File: src/rtl/serial_byte_collector.sv
// Serial-to-byte collector: assembles accepted bits into bytes, with one pending slot
// behind a registered output slot, plus frame_start realignment and a sticky drop flag.
module serial_byte_collector #(
  parameter bit LSB_FIRST = 1'b1
) (
  input  logic       clk,
  input  logic       rst_n,
  input  logic       bit_in,
  input  logic       bit_valid,
  output logic       bit_ready,
  input  logic       frame_start,
  output logic [7:0] byte_out,
  output logic       byte_valid,
  input  logic       byte_ready,
  output logic       partial_drop,
  input  logic       err_clr
);

  logic [7:0] sr_r;
  logic [2:0] idx_r;
  logic [7:0] pend_r;
  logic       pend_v_r;

  logic       accept_s;
  logic       xfer_s;
  logic       complete_s;
  logic       drop_s;
  logic [2:0] eff_idx_s;
  logic [2:0] pos_s;
  logic [7:0] merged_s;

  // Upstream is held off only when both slots are full; depends on registered state only.
  assign bit_ready = !pend_v_r;

  // Accept/transfer qualification, bit placement and the byte being completed this cycle.
  always_comb begin
    accept_s   = bit_valid && !pend_v_r;
    xfer_s     = byte_valid && byte_ready;
    eff_idx_s  = frame_start ? 3'd0 : idx_r;
    if (LSB_FIRST) begin
      pos_s = eff_idx_s;
    end else begin
      pos_s = 3'd7 - eff_idx_s;
    end
    // frame_start discards whatever partial bits the shift register holds.
    merged_s        = frame_start ? 8'h00 : sr_r;
    merged_s[pos_s] = bit_in;
    complete_s = accept_s && (eff_idx_s == 3'd7);
    drop_s     = accept_s && frame_start && (idx_r != 3'd0);
  end

  // Shift register and bit index advance on every accepted bit.
  always_ff @(posedge clk or negedge rst_n) begin
    if (!rst_n) begin
      sr_r  <= 8'h00;
      idx_r <= 3'd0;
    end else if (accept_s) begin
      sr_r  <= complete_s ? 8'h00 : merged_s;
      idx_r <= eff_idx_s + 3'd1;
    end else begin
      sr_r  <= sr_r;
      idx_r <= idx_r;
    end
  end

  // Output/pending slot occupancy: EMPTY -> OUT -> OUT+PEND and back, in completion order.
  always_ff @(posedge clk or negedge rst_n) begin
    if (!rst_n) begin
      byte_out   <= 8'h00;
      byte_valid <= 1'b0;
      pend_r     <= 8'h00;
      pend_v_r   <= 1'b0;
    end else if (complete_s) begin
      // A completion can only happen with pend empty, since bit_ready gates accepts.
      if (!byte_valid || xfer_s) begin
        byte_out   <= merged_s;
        byte_valid <= 1'b1;
      end else begin
        pend_r   <= merged_s;
        pend_v_r <= 1'b1;
      end
    end else if (xfer_s) begin
      if (pend_v_r) begin
        byte_out <= pend_r;
        pend_v_r <= 1'b0;
      end else begin
        byte_valid <= 1'b0;
      end
    end else begin
      byte_out   <= byte_out;
      byte_valid <= byte_valid;
    end
  end

  // Sticky drop flag; a new drop takes priority over a clear in the same cycle.
  always_ff @(posedge clk or negedge rst_n) begin
    if (!rst_n) begin
      partial_drop <= 1'b0;
    end else if (drop_s) begin
      partial_drop <= 1'b1;
    end else if (err_clr) begin
      partial_drop <= 1'b0;
    end else begin
      partial_drop <= partial_drop;
    end
  end

endmodule

File: config.mk
export PLATFORM = sky130hd
export DESIGN_NAME = serial_byte_collector
export DESIGN_NICKNAME = d
export VERILOG_FILES = /design/src/rtl/serial_byte_collector.sv
export SDC_FILE = /design/constraint.sdc
export NUM_CORES = 1
export LEC_CHECK = 0
export BUFFER_PORTS_ARGS = -buffer_cell sky130_fd_sc_hd__clkbuf_2
export CAP_MARGIN = 20
export CORE_MARGIN = 2
export CORE_UTILIZATION = 51
export DETAILED_ROUTE_END_ITERATION = 8
export MAX_ROUTING_LAYER = met4
export PLACE_DENSITY = 0.74
export SLEW_MARGIN = 0
export SYNTH_ARGS = -nofsm -noshare
export SYNTH_HDL_FRONTEND = slang
export SYNTH_SLANG_ARGS = --single-unit
export TNS_END_PERCENT = 20
File: constraint.sdc
create_clock -name clk -period 1.8 [get_ports clk]
set_input_delay 0.18 -clock clk [delete_from_list [all_inputs] [get_ports clk]]
set_output_delay 0.18 -clock clk [all_outputs]
set_load 0.02 [all_outputs]
==> qor.yml <==
cells_and_area:
  final_layout_size_suffix_gt1_share_pct: 27.7
  register_area_um2: 751
  final_common_cell: "dfrtp_1"
  multi_input_area_um2: 719
  fin_nets: 191
  syn_to_final_growth_pct: 17.2
  antenna_cells: 0
  final_core_util_pct: 61.5
  design_area_mm2: 0.00185
  fillerInstances: 263
  final_cell_mix: "dfrtp_1, nand2_1, clkbuf_2, buf_4, nor2_1"
yosys:
  synth_warnings: 0
  synth_area_mm2: 0.00158
  ys_ff_latch: 30
  synth_fp_nets: 166
  syn_avg_cell_area_um2: 9.97
  yosysTopAreaCell: "dfrtp_1"
  syn_inst: 158
  yosysUniqueCellTypes: 31
  synth_area_leaders: "dfrtp_1, mux2i_1, mux2_2, nand2_1, o21a_1"
  yosysTopAreaCellShare_pct: 47.7
  yosysSeqAreaShare_pct: 47.7
drt:
  antenna_left: 0
  wl_per_cell_um: 15.0
  vias: 1227
  wirelength_mm: 3.25
  drc_errors: 0
  via_per_inst: 5.65
  dr.pass1.iters: 4
  drt_iter0_drc: 52
sta:
  rsz0062_at_grt: "no"
  slew_headroom_pct: 49.3
  drv_slew: 0
  tns_ns: 0
  setup_viol: 0
  timing.final.crit_share_pct: 92.2
  fmax_mhz: 602
  tightest_slew_ns: 0.760
  fin_ws_ns: 0.140
  finalCriticalPeriod_ns: 1.66
  hold_violations: 0
  skew_ns: 0.00724
global_route:
  grt_pass1_wl_mm: 5.41
  overflow: 0
  grt_max_degree: 31
  grt_use_total_pct: 21.3
  antenna_found_initial: 0
  first_global_vias: 1193
floorplan:
  floorplan.initialDensity_pct: 52.5
  die_width_um: 59.6
  rows: 20
  io_pins: 18
  die_h_um: 59.6
  coreArea_mm2: 0.00300
  dieArea_mm2: 0.00355
placement:
  preCtsSetupSlack_ns: 0.0877
  gp_congestion: 0.809
  post-dp-hpwl_mm: 2.25
  io_buffers: 17
  place_area_mm2: 0.00171
run_status:
  status: "finished, final reports clean"
setup_path:
  end_kind: "flip-flop"
  start_kind: "flip-flop"
  reg2reg_from: "idx_r[0]"
  r2r_setup_slack_ns: 0.14
  critical_path_peak_fanout: 9
  worst_ep_required_time_ns: 2.02
  reg2reg_to: "pend_r[4]"
  worst-setup-path-type: "flip-flop to flip-flop"
  rr_worst_depth: 7
  cp.arrival_ns: 1.88
clock_network:
  clock_sinks: 30
  clkTransAtPathRegs_ns: 0.10
  tritoncts: "done"
  clk_latency_ns: 0.33
  cts_buffers: 5
  htreeDepth: 2
  clock_path_buffers: 2
  root_buffer: "clkbuf_4"
flow_run:
  max_cap_viol_count: 0
power:
  vdd_drop_max_uv: 612
  leakage_nw: 0.897
  power_density_mw_per_mm2: 979
hold_path:
  min_from: "err_clr"
  hold_path_class: "input port to flip-flop"
  min_path_cells: 2
  min_to: "partial_drop"
state kept, by name, summed over array words and instances (netlist names):
name / cells
pend_v_r: 1
byte_out: 8
partial_drop: 1
pend_r: 8
sr_r: 8
byte_valid: 1
idx_r: 3
worst max path at each step:
stage | slack, ns | startpoint | endpoint | cells after the start
finish | 0.14 | idx_r[0] | pend_r[4] | 7
global route | 0.02 | idx_r[0] | pend_r[7] | 7
CTS | 0.07 | idx_r[0] | pend_r[4] | 7
detailed placement | 0.09 | idx_r[2] | pend_r[4] | 6
global placement | 0.19 | idx_r[0] | pend_r[5] | 7
floorplan | 0.02 | idx_r[1] | pend_r[1] | 9
Yosys cell counts, drive strengths merged:
cell type and instances:
dfrtp 30, mux2 7, ha 1, o21a 7
buf 8, o31ai 1, nor2b 4, nand3 4
o311ai 7, nand2b 1, o22ai 5, inv 10
nor3 4, mux2i 8, a21oi 7, nand2 19
nor2 11, clkbuf 4, nand3b 4, nand4 1
a21o 1, nor3b 4, o21ai 9, o211ai 1
power breakdown:
part / switching, mW / internal, mW / leakage, nW
registers: 0.0309 / 0.733 / 0.408
clock network: 0.247 / 0.471 / 0.0585
logic: 0.196 / 0.129 / 0.430
logic make-up (layout without fill, tap and decap cells):
group,Yosys count,after routing,share of synthesized area [%]
multiplexers,15,15,10.1
buffers and inverters,22,48,6.99
AO/OA/AOI/OAI,38,38,16.4
flip-flops,30,30,47.7
adder cells (fa/ha/maj),1,1,0.794
AND/OR/NAND/NOR,52,52,18.0
metrics by stage:
stage	hold WS, ns	total power, mW	instances
after CTS	0.0281	1.82	216
after floorplan	-0.116	1.00	158
final	0.0362	1.81	217
after global routing	0.0518	1.89	217
after global placement	0.272	1.09	207
after detailed placement	0.281	1.10	207
timing repair:
| item | in CTS | in global routing |
|---|---|---|
| gates resized for setup | 0 | 3 |
| hold buffers | 1 | 0 |
| setup endpoints to repair | 0 | 8 |
| setup buffers | 0 | 1 |
| hold endpoints to repair | 30 | 0 |
worst max-delay path, stage by stage (launching register included):
cell	delay (ns)
dfrtp_1	0.37
nand2_1	0.06
nor2_1	0.10
ha_2	0.22
nand3b_4	0.11
nor2b_2	0.15
buf_4	0.19
mux2_2	0.35
layout make-up:
class,instances,share of cell area (%)
Sequential cell,30,40.7
Clock inverter,2,3.25
Tap cell,33,2.24
Clock buffer,6,2.78
Inverter,10,2.03
Multi-Input combinational cell,106,39.0
Timing Repair Buffer,30,10.0
layer usage:
layer  wire length [um]  vias to the layer above  GRT usage [%]
met2               1570                       26           33.6
li1                   -                      600              -
met3                118                        7           4.59
met1               1510                      594           26.2
met4                 49                        0           9.52
met5                  0                        -              -
Power figures use the tool's default switching activity.
